File: src/rtl/dbus_arbiter.sv
// dbus_arbiter: two-master round-robin arbiter for the shared dmem channel.
// Grants are combinational, so a granted request reaches dmem_* in the same cycle.
// The owner keeps the bus for at most BURST consecutive contested grants.
// Read data is steered back to the master that issued the read, using a
// registered grant tag that matches the 1-cycle slave read latency.
module dbus_arbiter #(
  parameter int BURST = 4,
  parameter int CW    = $clog2(BURST + 1)
) (
  input  logic        clk,
  input  logic        rstn,
  input  logic        m0_wr,
  input  logic [31:0] m0_waddr,
  input  logic [31:0] m0_wdata,
  input  logic [3:0]  m0_wstrb,
  input  logic        m0_rd,
  input  logic [31:0] m0_raddr,
  output logic [31:0] m0_rdata,
  output logic        m0_rvalid,
  output logic        m0_stall,
  input  logic        m1_wr,
  input  logic [31:0] m1_waddr,
  input  logic [31:0] m1_wdata,
  input  logic [3:0]  m1_wstrb,
  input  logic        m1_rd,
  input  logic [31:0] m1_raddr,
  output logic [31:0] m1_rdata,
  output logic        m1_rvalid,
  output logic        m1_stall,
  output logic        dmem_wr,
  output logic [31:0] dmem_waddr,
  output logic [31:0] dmem_wdata,
  output logic [3:0]  dmem_wstrb,
  output logic        dmem_rd,
  output logic [31:0] dmem_raddr,
  input  logic [31:0] dmem_rdata
);

  localparam logic [CW-1:0] LP_BURST = CW'(BURST);
  localparam logic [CW-1:0] LP_ONE   = CW'(1);

  logic          r_owner;
  logic [CW-1:0] r_cnt;
  logic [1:0]    r_rsel;

  logic          w_req0;
  logic          w_req1;
  logic          w_gnt0;
  logic          w_gnt1;
  logic          w_owner_nxt;
  logic [CW-1:0] w_cnt_nxt;

  assign w_req0 = m0_wr | m0_rd;
  assign w_req1 = m1_wr | m1_rd;

  // Arbitration: pick the winner for this cycle and compute the next owner/burst count.
  // While rstn is low nobody is granted, so the bus stays idle and stalls follow requests.
  always_comb begin
    w_gnt0      = 1'b0;
    w_gnt1      = 1'b0;
    w_owner_nxt = r_owner;
    w_cnt_nxt   = r_cnt;
    if (rstn) begin
      if (!w_req0 && !w_req1) begin
        w_cnt_nxt = '0;
      end else if (w_req0 != w_req1) begin
        // Uncontested: the sole requester always wins; the count saturates at BURST.
        w_gnt0 = w_req0;
        w_gnt1 = w_req1;
        if (w_req1 == r_owner) begin
          w_cnt_nxt = (r_cnt == LP_BURST) ? LP_BURST : r_cnt + LP_ONE;
        end else begin
          w_owner_nxt = w_req1;
          w_cnt_nxt   = LP_ONE;
        end
      end else if (r_cnt < LP_BURST) begin
        // Contested, owner still inside its burst allowance.
        w_gnt0    = ~r_owner;
        w_gnt1    = r_owner;
        w_cnt_nxt = r_cnt + LP_ONE;
      end else begin
        // Contested, burst exhausted: hand the bus to the waiting master.
        w_gnt0      = r_owner;
        w_gnt1      = ~r_owner;
        w_owner_nxt = ~r_owner;
        w_cnt_nxt   = LP_ONE;
      end
    end
  end

  // Ownership, burst count and read-return tag registers.
  always_ff @(posedge clk or negedge rstn) begin
    if (!rstn) begin
      r_owner <= 1'b0;
      r_cnt   <= '0;
      r_rsel  <= 2'b00;
    end else begin
      r_owner <= w_owner_nxt;
      r_cnt   <= w_cnt_nxt;
      r_rsel  <= {w_gnt1 & m1_rd, w_gnt0 & m0_rd};
    end
  end

  // Bus mux: the granted master drives dmem_*; with no grant everything is zero.
  always_comb begin
    dmem_wr    = 1'b0;
    dmem_waddr = '0;
    dmem_wdata = '0;
    dmem_wstrb = '0;
    dmem_rd    = 1'b0;
    dmem_raddr = '0;
    if (w_gnt0) begin
      dmem_wr    = m0_wr;
      dmem_waddr = m0_waddr;
      dmem_wdata = m0_wdata;
      dmem_wstrb = m0_wstrb;
      dmem_rd    = m0_rd;
      dmem_raddr = m0_raddr;
    end else if (w_gnt1) begin
      dmem_wr    = m1_wr;
      dmem_waddr = m1_waddr;
      dmem_wdata = m1_wdata;
      dmem_wstrb = m1_wstrb;
      dmem_rd    = m1_rd;
      dmem_raddr = m1_raddr;
    end
  end

  assign m0_stall  = w_req0 & ~w_gnt0;
  assign m1_stall  = w_req1 & ~w_gnt1;
  assign m0_rvalid = r_rsel[0];
  assign m1_rvalid = r_rsel[1];
  assign m0_rdata  = r_rsel[0] ? dmem_rdata : '0;
  assign m1_rdata  = r_rsel[1] ? dmem_rdata : '0;

endmodule

File: config.mk
export PLATFORM = sky130hd
export DESIGN_NAME = dbus_arbiter
export DESIGN_NICKNAME = d
export VERILOG_FILES = /design/src/rtl/dbus_arbiter.sv
export SDC_FILE = /design/constraint.sdc
export NUM_CORES = 1
export LEC_CHECK = 0
export BUFFER_PORTS_ARGS = -buffer_cell sky130_fd_sc_hd__buf_2
export CAP_MARGIN = 30
export CORE_AREA = 4 4 156 158
export CTS_BUF_LIST = sky130_fd_sc_hd__clkbuf_8
export DETAILED_ROUTE_END_ITERATION = 12
export DIE_AREA = 0 0 160 162
export MAX_ROUTING_LAYER = met4
export PLACE_DENSITY = 0.47
export SLEW_MARGIN = 30
export SYNTH_ARGS = -nofsm -noshare
export SYNTH_HDL_FRONTEND = slang
export SYNTH_SLANG_ARGS = --single-unit
File: constraint.sdc
create_clock -name clk -period 1.8 [get_ports clk]
set_input_delay 0.27 -clock clk [delete_from_list [all_inputs] [get_ports clk]]
set_output_delay 0.27 -clock clk [all_outputs]
set_load 0.03 [all_outputs]
Word level (Yosys, flattened, before mapping)
Cells that the tools add are included.
- add/subtract/negate cells: 1
- magnitude comparators: 1
- equal/unequal tests: 4
- mux-type cells: 29
- bitwise operators: 10
- reductions and logical operators: 4
- operators by type and width (cell ; number):
    $mux W32 ; 8
    $mux W3 ; 5
    $mux W1 ; 14
    $mux W4 ; 2
    $and A1 B1 Y1 ; 4
    $not A1 Y1 ; 4
    $add A3 B1 Y3 const B ; 1
    $eq A3 B3 Y1 const B ; 1
    $lt A3 B3 Y1 const B ; 1
    $reduce_and A3 Y1 ; 1
    $logic_not A1 Y1 ; 2
    $ne A2 B2 Y1 const B ; 1
    $or A1 B1 Y1 ; 2
    $eq A1 B1 Y1 ; 1
    $logic_and A1 B1 Y1 ; 1
    $ne A1 B1 Y1 ; 1
- bits in registers: 6
- output and inout bits: 170

Depth between registers and ports, before layout
- word-level depth: 7
- depth in mapped cells: 7

Least setup slack after synthesis
No wires, ideal clock.
- path type: register to output
- start point: register r_owner
- end point: output dmem_rd
- data arrival time: 1939 ps
- required time: 1530 ps
- slack: -409 ps
- cell stages (with the launch flop): 8
- cell sequence: dfrtp_1 -> buf_2 -> xor2_2 -> o22a_1 -> buf_4 -> buf_12 -> buf_8 -> o21ai_0
- longest elaborated chain between the ends: 7
- elaborated cells between the ends (all ways): 11
- those cells by class: mux: 10; bitwise: 1
- RTL lines (what ; line ; source):
    start: declaration ; 42 ; logic r_owner;
    start signal: assignment ; 98 ; r_owner <= w_owner_nxt;
    $not A1 Y1 ; 78, 84 ;
    $mux W1 ; 76 ; end else if (r_cnt < LP_BURST) begin
    $mux W1 ; 66 ; end else if (w_req0 != w_req1) begin
    $mux W1 ; 64 ; if (!w_req0 && !w_req1) begin
    $mux W1 ; 63 ; if (rstn) begin
    $mux W1 ; 119 ; end else if (w_gnt1) begin
    $mux W1 (*) ; 112 ; if (w_gnt0) begin
    end: declaration ; 34 ; output logic dmem_rd,
Mark *: on every way between the ends. The rest lies on a longest branch, timed or not.

Worst setup path in the final report
- start point: register r_cnt[2]
- end point: output dmem_waddr[17]
- longest elaborated chain between the ends: 7
- elaborated cells between the ends (all ways): 11
- those cells by class: order compare: 1; mux: 10
- RTL lines (what ; line ; source):
    start: declaration ; 43 ; logic [CW-1:0] r_cnt;
    start signal: assignment ; 99 ; r_cnt <= w_cnt_nxt;
    $lt A3 B3 Y1 (*) ; 76 ;
    $mux W1 ; 76 ;
    $mux W1 ; 66 ;
    $mux W1 ; 64 ;
    $mux W1 ; 63 ;
    $mux W32 ; 119 ;
    $mux W32 (*) ; 112 ;
    end: declaration ; 31 ; output logic [31:0] dmem_waddr,
Marks and branches as above.

==> metrics.txt <==
Slew headroom 0.7237; initial antenna violation count 0; post-synth cell types 34; CP endpoint dmem_waddr[17]; RSZ-0062 raised after global routing yes; post-synthesis sequential area ratio 0.04890; Worst Path Buf+Inv 3; Worst-path clk slew around 40 ps; Tot GR Track Use 0.1278; Leakage Power 0.003662 uW; FMAX around 480 MHz; Initial Utilization 0.1328; post-layout util 0.3286; Worst-Margin Slew between 400 and 500 ps; Final WS setup -287.9 ps; Overflow after GRT 0; routability congestion estimate from global placement roughly 0.8; Die Wd between 150 and 200 um; CTS Buf Count 3; CTS tree done; ant diodes 0; Worst Clk Skew between 8 and 9 ps; Slew Limit Fails 0; Avg Inst Size Synth 6.533 um2; ys flop type dfrtp_1; via density per instance roughly 4.2; largest net degree at the start of global routing a little under 60; YS warnings 0; Syn-to-layout area delta 147.5%; Die Y roughly 160 um; Setup crit start r_cnt[2]$_DFFE_PN0P_; Iter 0 DRT Violations 184; root buffer cell clkbuf_8; drt first pass iters 4; vias in the first global route 4965; core area 23120 um2; R2R Setup Slk roughly 370 ps; Reg-to-Reg Start r_owner$_DFFE_PN0P_; reg2reg end r_cnt[0]$_DFFE_PN0P_; Crit path max-delay family buffers and inverters; status finished with violations; Levels on crit path 6; num rows 56; R2R cell count 4; Layout Nets roughly 1100; first-pass GRT wire length between 20 and 30 mm; WP data required roughly 1500 ps; failing checks setup timing; CP Cell Sequence xor2_2 -> o22a_4 -> buf_12 -> buf_16 -> mux2i_4 -> buf_6; slowest CP cell dfrtp_2; pre-CTS setup slack -126.5 ps; Final setup viols approximately 100; Clock Path Buffers 2; PD cells roughly 870 nW/um2; Buffers on Ports 407; die area between 20000 and 30000 um2; WP data arrival approximately 1800 ps; fillers roughly 2500; Synth Cell Area 3070 um2; CP Class flip-flop to primary output; Hold Path Class input port to async pin; Async SR Flop Fraction 1.000; H-tree depth 1; Synth Register Bits 6; detailed-route via count 4930; post-synthesis cell count 470; layout cell share with drive strength beyond 1 0.6516; Peak VDD IR 0.0003619 V; final period utilization 1.160; Final Critical Period between 2000 and 2500 ps; Post-synth EDFFs 0; IO Count 408; CTS Hold Buffers Added 0; Final ANT Viol Nets 0; Design Power 6615 uW; Sink Count 6; final WL between 15 and 20 mm; post-synthesis net count just over 700; drt wl/cell around 15 um; Worst-Skew Late Latency approximately 230 ps; Max Cap Viol 0; Final Hold Viols 0; CP endpoint kind primary output; HPWL Detailed between 10 and 15 mm; DRC Markers 0; peak per-stage delay on the critical path 410 ps; startpoint types flip-flop; Max FO, Critical Path 10
-- registers in the layout (all words and copies together) (netlist names) --
register,cells
r_cnt,3
r_owner,1
r_rsel,2
-- logic make-up after synthesis --
group                    after synthesis  synth area share
AND/OR/NAND/NOR                      282            0.4474
multiplexers                         101            0.3297
buffers and inverters                 59            0.1145
AO/OA/AOI/OAI                         17           0.03912
flip-flops                             6           0.04890
adder cells (fa/ha/maj)                3           0.01223
XOR/XNOR                               2          0.008152
-- cells in the mapped netlist, types with 3 or more instances --
cell	number	area, um2
mux2i_1	100	1001
buf_1	4	15.01
clkbuf_1	36	135.1
buf_4	5	37.54
and2_1	65	406.6
inv_1	5	18.77
nand3_1	100	500.5
buf_12	6	120.1
dfrtp_1	6	150.1
nor2_1	5	18.77
ha_1	3	37.54
nand2_1	102	382.9
a21oi_1	3	15.01
-- metrics by stage --
| stage | instance area [um2] | instances | hold WS [ps] | TNS, ps |
|---|---|---|---|---|
| 2_1_floorplan | 4114 | 470 | -25.59 | -8326 |
| 3_3_place_gp | 6758 | 1164 | 548.0 | -7898 |
| 3_5_place_dp | 6758 | 1164 | 546.7 | -7670 |
| 4_1_cts | 7471 | 1174 | 356.7 | -27250 |
| 5_1_grt | 7599 | 1177 | 379.6 | -31400 |
| 6_report | 7599 | 1177 | 326.0 | -24040 |
-- cell type report --
cell class / count / area [um2] / area share
Multi-Input combinational cell: 405 / 3666 / 0.4825
Timing Repair Buffer: 467 / 3354 / 0.4415
Tap cell: 290 / 362.8 / 0.04775
Sequential cell: 6 / 151.4 / 0.01992
Clock buffer: 3 / 41.29 / 0.005434
Inverter: 5 / 18.77 / 0.002470
Clock inverter: 1 / 3.754 / 0.0004940
-- how the worst min path moves through the flow --
| stage | slack [ps] | end | from |
|---|---|---|---|
| after global placement | 550 | r_cnt[1]$_DFFE_PN0P_ | r_cnt[1]$_DFFE_PN0P_ |
| after floorplan | -30 | r_cnt[0]$_DFFE_PN0P_ | rstn |
| after CTS | 360 | r_cnt[1]$_DFFE_PN0P_ | rstn |
| final | 330 | r_cnt[2]$_DFFE_PN0P_ | rstn |
| after global routing | 380 | r_owner$_DFFE_PN0P_ | rstn |
| after detailed placement | 550 | r_cnt[1]$_DFFE_PN0P_ | r_cnt[1]$_DFFE_PN0P_ |
-- routing by layer --
layer  track usage  up-vias  routed length, um
met5             -        -                  0
met4       0.01643        0                144
met3       0.02081       10               1223
met2        0.2304      223               9120
met1        0.1548     2250               6996
li1              -     2447                  -
-- repair_timing --
action	CTS	global route
resized for setup	190	22
setup endpoints to repair	103	103
buffers inserted	5	3
gates cloned	1	1
pin swaps	1	0
-- layout by cell type, fill, tap and decap left out, drive strengths merged, types with 2 or more instances in the layout --
master | netlist | final
and2 | 65 | 65
nor3 | 2 | 2
nand2 | 102 | 102
buf | 18 | 466
o21ai | 2 | 2
nand3b | 2 | 2
o22ai | 2 | 2
or2 | 2 | 2
nor2b | 2 | 2
o22a | 2 | 2
ha | 3 | 3
a21oi | 3 | 3
dfrtp | 6 | 6
o211ai | 2 | 2
mux2i | 100 | 100
inv | 5 | 6
nor2 | 5 | 5
clkbuf | 36 | 4
nand3 | 100 | 100
-- report_power, final --
| group | internal [uW] | switching, uW | total, uW |
|---|---|---|---|
| clock network | 147 | 69.5 | 217 |
| registers | 168 | 23.4 | 192 |
| logic | 3140 | 3060 | 6210 |
Power figures use the tool's default switching activity.
